--- src/rtl/dm_access_unit_pkg.sv ---
// Shared types for the data-memory access unit.
//   dm_size_e  : access size encoding on size_i (2'b11 behaves as a word)
//   dm_state_t : bus-transaction FSM states
//   is_misaligned() : alignment rule shared by the FSM and any future cache path
package dm_access_unit_pkg;

  typedef enum logic [1:0] {
    SZ_B = 2'b00,
    SZ_H = 2'b01,
    SZ_W = 2'b10
  } dm_size_e;

  typedef enum logic [1:0] {
    IDLE   = 2'b00,
    REQ    = 2'b01,
    WAIT_R = 2'b10,
    DONE   = 2'b11
  } dm_state_t;

  // Bytes are never misaligned; halves need addr[0]=0; words (and the
  // reserved 2'b11 encoding) need addr[1:0]=0.
  function automatic logic is_misaligned(input logic [1:0] size, input logic [1:0] off);
    logic mis;
    case (size)
      SZ_B:    mis = 1'b0;
      SZ_H:    mis = off[0];
      default: mis = (off != 2'b00);
    endcase
    return mis;
  endfunction

endpackage

--- src/rtl/dm_load_formatter.sv ---
// Combinational load-data formatter: picks the addressed byte/half lane out
// of a 32-bit bus word and sign- or zero-extends it to 32 bits.
// Ports:
//   rdata_i    : raw 32-bit word from the data-memory bus
//   off_i      : byte offset within the word (addr[1:0])
//   size_i     : SZ_B / SZ_H / SZ_W (2'b11 treated as SZ_W)
//   sign_ext_i : 1 = replicate lane MSB, 0 = pad with zeros
//   data_o     : right-aligned, extended result
module dm_load_formatter
  import dm_access_unit_pkg::*;
(
  input  logic [31:0] rdata_i,
  input  logic [1:0]  off_i,
  input  logic [1:0]  size_i,
  input  logic        sign_ext_i,
  output logic [31:0] data_o
);

  logic [7:0]  byte_sel;
  logic [15:0] half_sel;

  always_comb begin
    case (off_i)
      2'd0:    byte_sel = rdata_i[7:0];
      2'd1:    byte_sel = rdata_i[15:8];
      2'd2:    byte_sel = rdata_i[23:16];
      default: byte_sel = rdata_i[31:24];
    endcase
    half_sel = off_i[1] ? rdata_i[31:16] : rdata_i[15:0];

    case (size_i)
      SZ_B:    data_o = {{24{sign_ext_i & byte_sel[7]}}, byte_sel};
      SZ_H:    data_o = {{16{sign_ext_i & half_sel[15]}}, half_sel};
      default: data_o = rdata_i;
    endcase
  end

endmodule

--- src/rtl/dm_access_unit.sv ---
// Memory-stage data-memory access unit between EX/MEM and DM/WB.
// Converts a load/store into a req/gnt/rvalid bus transaction, formats store
// lanes and load data, and stalls the pipeline until the access retires.
// Ports:
//   clk, rst_n                    : clock, asynchronous active-low reset
//   valid_i .. alu_rslt_i         : EX/MEM instruction fields (held while stall_o=1)
//   mem_req_o .. mem_wdata_o      : data-memory bus request side
//   mem_gnt_i, mem_rvalid_i, mem_rdata_i : data-memory bus response side
//   stall_o                       : freeze upstream stages
//   misalign_o, bus_err_o         : one-cycle exception pulses
//   addr_o .. alu_rslt_o          : DM/WB register inputs
// Parameter TIMEOUT_CYC: cycles allowed in REQ+WAIT_R before bus_err_o (>= 2).
module dm_access_unit
  import dm_access_unit_pkg::*;
#(
  parameter int unsigned TIMEOUT_CYC = 1023
) (
  input  logic        clk,
  input  logic        rst_n,
  input  logic        valid_i,
  input  logic [31:0] addr_i,
  input  logic [31:0] wr_data_i,
  input  logic        dm_re_i,
  input  logic        dm_we_i,
  input  logic [1:0]  size_i,
  input  logic        sign_ext_i,
  input  logic [4:0]  rf_dst_addr_i,
  input  logic        rf_we_i,
  input  logic [31:0] alu_rslt_i,
  output logic        mem_req_o,
  output logic        mem_we_o,
  output logic [31:0] mem_addr_o,
  output logic [3:0]  mem_be_o,
  output logic [31:0] mem_wdata_o,
  input  logic        mem_gnt_i,
  input  logic        mem_rvalid_i,
  input  logic [31:0] mem_rdata_i,
  output logic        stall_o,
  output logic        misalign_o,
  output logic        bus_err_o,
  output logic [31:0] addr_o,
  output logic [4:0]  rf_dst_addr_o,
  output logic        rf_we_o,
  output logic        dm_re_o,
  output logic [31:0] mem_data_o,
  output logic [31:0] alu_rslt_o
);

  localparam int unsigned CNT_W = $clog2(TIMEOUT_CYC + 1);

  dm_state_t        state_q, state_d;
  logic [CNT_W-1:0] tmo_cnt_q, tmo_cnt_d;
  logic [31:0]      ld_data_q, ld_data_d;
  logic             err_q, err_d;

  logic        mem_op;
  logic        is_store;
  logic        misaligned;
  logic        timeout;
  logic [31:0] ld_fmt;

  assign mem_op     = valid_i & (dm_re_i | dm_we_i);
  // A request with both enables set is a store.
  assign is_store   = dm_we_i;
  assign misaligned = is_misaligned(size_i, addr_i[1:0]);
  assign timeout    = (tmo_cnt_q == CNT_W'(TIMEOUT_CYC));

  assign addr_o        = addr_i;
  assign rf_dst_addr_o = rf_dst_addr_i;
  assign dm_re_o       = dm_re_i;
  assign alu_rslt_o    = alu_rslt_i;

  dm_load_formatter u_ld_fmt (
    .rdata_i    (mem_rdata_i),
    .off_i      (addr_i[1:0]),
    .size_i     (size_i),
    .sign_ext_i (sign_ext_i),
    .data_o     (ld_fmt)
  );

  // Bus address/lanes come straight from the held EX/MEM fields, so they
  // stay stable for as long as upstream is stalled.
  always_comb begin
    mem_addr_o = {addr_i[31:2], 2'b00};
    case (size_i)
      SZ_B: begin
        mem_be_o    = 4'b0001 << addr_i[1:0];
        mem_wdata_o = {4{wr_data_i[7:0]}};
      end
      SZ_H: begin
        mem_be_o    = addr_i[1] ? 4'b1100 : 4'b0011;
        mem_wdata_o = {2{wr_data_i[15:0]}};
      end
      default: begin
        mem_be_o    = 4'b1111;
        mem_wdata_o = wr_data_i;
      end
    endcase
  end

  always_comb begin
    state_d    = state_q;
    tmo_cnt_d  = '0;
    ld_data_d  = ld_data_q;
    err_d      = err_q;
    mem_req_o  = 1'b0;
    mem_we_o   = 1'b0;
    stall_o    = 1'b0;
    misalign_o = 1'b0;
    bus_err_o  = 1'b0;
    rf_we_o    = 1'b0;
    mem_data_o = '0;

    unique case (state_q)
      IDLE: begin
        if (!mem_op) begin
          rf_we_o = valid_i & rf_we_i;
        end else if (misaligned) begin
          // Retire immediately without touching the bus.
          misalign_o = 1'b1;
        end else begin
          stall_o = 1'b1;
          state_d = REQ;
        end
      end

      REQ: begin
        stall_o   = 1'b1;
        tmo_cnt_d = tmo_cnt_q + 1'b1;
        if (timeout) begin
          // Abandon the access; request is withdrawn in this same cycle.
          bus_err_o = 1'b1;
          ld_data_d = '0;
          err_d     = 1'b1;
          state_d   = DONE;
        end else begin
          mem_req_o = 1'b1;
          mem_we_o  = is_store;
          if (mem_gnt_i) begin
            if (is_store) begin
              state_d = DONE;
            end else if (mem_rvalid_i) begin
              ld_data_d = ld_fmt;
              state_d   = DONE;
            end else begin
              state_d = WAIT_R;
            end
          end
        end
      end

      WAIT_R: begin
        stall_o   = 1'b1;
        tmo_cnt_d = tmo_cnt_q + 1'b1;
        if (timeout) begin
          bus_err_o = 1'b1;
          ld_data_d = '0;
          err_d     = 1'b1;
          state_d   = DONE;
        end else if (mem_rvalid_i) begin
          ld_data_d = ld_fmt;
          state_d   = DONE;
        end
      end

      DONE: begin
        state_d = IDLE;
        err_d   = 1'b0;
        if (!is_store && !err_q) begin
          mem_data_o = ld_data_q;
          rf_we_o    = valid_i & rf_we_i;
        end
      end

      default: state_d = IDLE;
    endcase
  end

  always_ff @(posedge clk or negedge rst_n) begin
    if (!rst_n) begin
      state_q   <= IDLE;
      tmo_cnt_q <= '0;
      ld_data_q <= '0;
      err_q     <= 1'b0;
    end else begin
      state_q   <= state_d;
      tmo_cnt_q <= tmo_cnt_d;
      ld_data_q <= ld_data_d;
      err_q     <= err_d;
    end
  end

endmodule
--- config.mk ---
export PLATFORM = sky130hd
export DESIGN_NAME = dm_access_unit
export DESIGN_NICKNAME = d
export VERILOG_FILES = /design/src/rtl/dm_access_unit_pkg.sv /design/src/rtl/dm_load_formatter.sv /design/src/rtl/dm_access_unit.sv
export SDC_FILE = /design/constraint.sdc
export NUM_CORES = 1
export LEC_CHECK = 0
export CAP_MARGIN = 5
export CELL_PAD_IN_SITES_DETAIL_PLACEMENT = 1
export CELL_PAD_IN_SITES_GLOBAL_PLACEMENT = 1
export CORE_AREA = 2 2 123 125
export CTS_BUF_LIST = sky130_fd_sc_hd__clkbuf_4 sky130_fd_sc_hd__clkbuf_8
export DETAILED_ROUTE_END_ITERATION = 16
export DIE_AREA = 0 0 125 127
export DONT_BUFFER_PORTS = 1
export PLACE_DENSITY = 0.7
export SLEW_MARGIN = 10
export SYNTH_ARGS = -nofsm -noshare
export SYNTH_HDL_FRONTEND = slang
export SYNTH_HIERARCHICAL = 1
export SYNTH_SLANG_ARGS = --single-unit
--- constraint.sdc ---
create_clock -name clk -period 2.3 [get_ports clk]
set_clock_uncertainty 0.05 [all_clocks]
set_input_delay 0.69 -clock clk [delete_from_list [all_inputs] [get_ports clk]]
set_output_delay 0.69 -clock clk [all_outputs]
set_load 0.005 [all_outputs]
==> qor.csv <==
stage,metric,value,unit
synthesis,synth-xor-area-share,1.423,%
clocking,clock_latency,0.32,ns
grt,grt_pass1_vias,3084,
routing,drc_errors,0,
pwr,ir_worst_vdd,0.3757,mV
job,drv_cap,0,
die,core,14420,um^2
synthesis,synth_top_area_share,26.14,%
critical_path,worst-path-max-fanout,16,
synthesis,ys_seq_area_share,26.14,%
routing,drt_wl_total,13630,um
critical_path,crit_cells,5,
final_layout,final_cell_mix,"dfrtp_1, nand2_1, a22o_1, mux2i_1, buf_4",
critical_path,startpoint,state_q[1],
synthesis,synth_edf_count,0,
place,place_area,3635,um^2
place,place_ws,0.08359,ns
die,die_area,15880,um^2
grt,antenna_found_initial,1,
timing,finalHoldViolations,0,
synthesis,ys_dominant_reg_cell,dfrtp_1,
routing,wl_per_cell,24.51,um
routing,top_layer,met5,
synthesis,synth.top_cells.by_area,"dfrtp_1, buf_4, a22o_1",
grt,grt_max_degree,70,
clocking,cts_root_buf,clkbuf_8,
die,rows,44,
die,die_x,125,um
critical_path,r2r-start,state_q[0],
critical_path,cp-start-kind,flop,
routing,drt-vias-per-instance,5.606,
synthesis,syn_area_per_cell,9.127,um^2
critical_path,r2r-end,ld_data_q[10],
critical_path,path_cells,ha_2 > nor3b_4 > buf_6 > buf_12 > and2_1,
timing,fin_setup_tns,-0.5261,ns
outcome,run_status,"finished, violations left",
routing,wl_met2,6691,um
synthesis,synth_compound_area_share,20.88,%
timing,fin_crit_sh,101.6,%
critical_path,endpoint,mem_data_o[8],
synthesis,synth_fa_ha_area_share,1.743,%
routing,drt_iter0_markers,225,
synthesis,syn_area,4308,um^2
critical_path,rr_worst_depth,5,
synthesis,synth_cell_types,56,
timing,relSlewSlack,58.63,%
critical_path,endpoint_kind,primary output,
die,die_y,127,um
clocking,h-tree-depth,2,
routing,num_vias,3117,
place,dp_hpwl,10110,um
timing,period_needed,2.337,ns
synthesis,synth_top_family_by_area,buffers and inverters,
final_layout,syn2layout_area_growth,-7.058,%
die,boundaryPins,320,
critical_path,rrSetupSlack,0.27,ns
routing,dr.pass1.iters,5,
place,io_buffers,0,
place,placed_cells,528,
final_layout,fin_nets,521,
timing,fin_ws,-0.03671,ns
grt,grt_pass1_wl,19950,um
synthesis,ys_warn_count,6,
place,finalWeightedCongestion,0.9347,
timing,rsz0062_at_grt,yes,
final_layout,layout-drive-gt1-share,25.81,%
outcome,failed_checks,negative setup slack,
final_layout,final_area,4004,um^2
pwr,powerDensity,900.5,nW/um^2
timing,max_freq,0.4280,GHz
timing,tightestPinTransition,0.6185,ns
critical_path,crit_family,flip-flops,
grt,grt.overflow.total,0,
synthesis,synth_cells,472,
final_layout,antenna_cells,0,
synthesis,synthMuxAreaShare,10.28,%
routing,ant_nets,0,
critical_path,cp.required,1.56,ns
die,initial_utilization,29.87,%
critical_path,cp.arrival,1.60,ns
clocking,cts_buffer_depth,2,
routing,wl_met3,1226,um
synthesis,synth_seq_cells,45,
critical_path,crit_buf_inv,2,
timing,setup_viol,18,
critical_path,slowest_delay,0.41,ns
clocking,tritoncts,built,
worst_hold_path,min_path_type,primary input to asynchronous set/reset pin,
clocking,cts_made_buffers,5,
clocking,clk_pin_slew,0.10,ns
final_layout,mostFrequentLayoutCell,dfrtp_1,
clocking,clock_sinks,45,
routing,drt-met1-wl,5241,um
pwr,leakage,0.001708,uW
timing,drv_slew,0,
synthesis,synth-async-reset-ratio,100.0,%
synthesis,yosys.area_share.simple,14.73,%
final_layout,layoutNonFillerInstCount,556,
grt,track_usage,16.22,%
critical_path,cp_slowest_cell,dfrtp_1,
critical_path,path_class,flop to primary output,
synthesis,post-synth-top-area-cell,dfrtp_1,
through the flow:
step / power, uW / utilization, % / hold slack, ns
final: 3605 / 27.76 / 0.02011
after CTS: 3544 / 27.29 / 0.00002498
after global routing: 3842 / 27.76 / 0.001593
after floorplan: 2557 / - / 0.3444
after global placement: 2631 / 25.20 / 0.3471
after detailed placement: 2698 / 25.20 / 0.3472
Yosys cell counts, types with 2 or more instances:
cell type,n
buf_6,6
nor2_1,12
inv_1,7
ha_1,6
nor2b_1,9
nand2_1,37
o211ai_1,8
nand2b_1,2
nand3_1,3
xor2_1,4
mux2_2,18
buf_2,5
nor3_1,4
a21o_1,2
o21bai_1,2
buf_4,111
and2_1,34
o22a_1,7
a22oi_1,10
o221ai_1,8
buf_8,3
clkinv_1,2
clkbuf_1,15
o21ai_0,3
a21oi_1,5
o21ai_1,9
o211ai_2,10
mux2i_1,24
or3_1,2
xnor2_1,3
dfrtp_1,45
a22o_1,32
sequential cells by signal, summed over array words and instances (netlist names):
name	flops
err_q	1
ld_data_q	32
tmo_cnt_q	10
state_q	2
area by class of cell:
cell class | instances | area (um^2)
fill | 1662 | 10420
multi-input combinational | 278 | 2212
sequential | 45 | 1127
timing repair buffer | 32 | 282.8
tap | 184 | 230.2
clock buffer | 6 | 76.32
clock inverter | 2 | 38.79
inverter | 9 | 36.28
cell families (layout without fill, tap and decap cells):
family,count (synthesis),in the layout
multiplexers,42,42
other,1,2
AO/OA/AOI/OAI,106,106
buffers and inverters,150,49
XOR/XNOR,7,7
flip-flops,45,45
AND/OR/NAND/NOR,115,115
adder cells (fa/ha/maj),6,6
worst min path at each step:
stage,slack (ns),end,startpoint
after floorplan,0.34,err_q,rst_n
final,0.02,ld_data_q[16],rst_n
after global routing,0.002,ld_data_q[12],rst_n
after detailed placement,0.35,ld_data_q[0],rst_n
after global placement,0.35,ld_data_q[6],rst_n
after CTS,0.00002,ld_data_q[22],rst_n
timing repair:
item	in CTS	in global routing
hold endpoints to repair	13	3
hold buffers	3	1
gates cloned	1	0
endpoints found under the setup margin	38	37
gates resized for setup	15	14
pin swaps	1	4
buffers inserted	10	6
where the power goes:
group          leakage, uW  internal [uW]  total (uW)  switching [uW]
sequential        0.000580           1080        1280             201
clock            0.0000588            338         629             291
combinational      0.00107            853        1690             838
total              0.00171           2270        3610            1330
worst register-to-register path, stage by stage, from the launching register on:
cell      delay, ns
dfrtp_2        0.45
buf_4          0.16
ha_1           0.26
a211oi_1       0.39
and2_4         0.45
a22o_1         0.21
per-layer routing:
metal  track usage [%]  vias to the layer above
li1                  -                     1341
met1             19.22                     1575
met2             26.60                      146
met3             5.611                       53
met4             7.451                        2
met5                 0                        -
No activity file was read; power rests on OpenSTA's default activity.
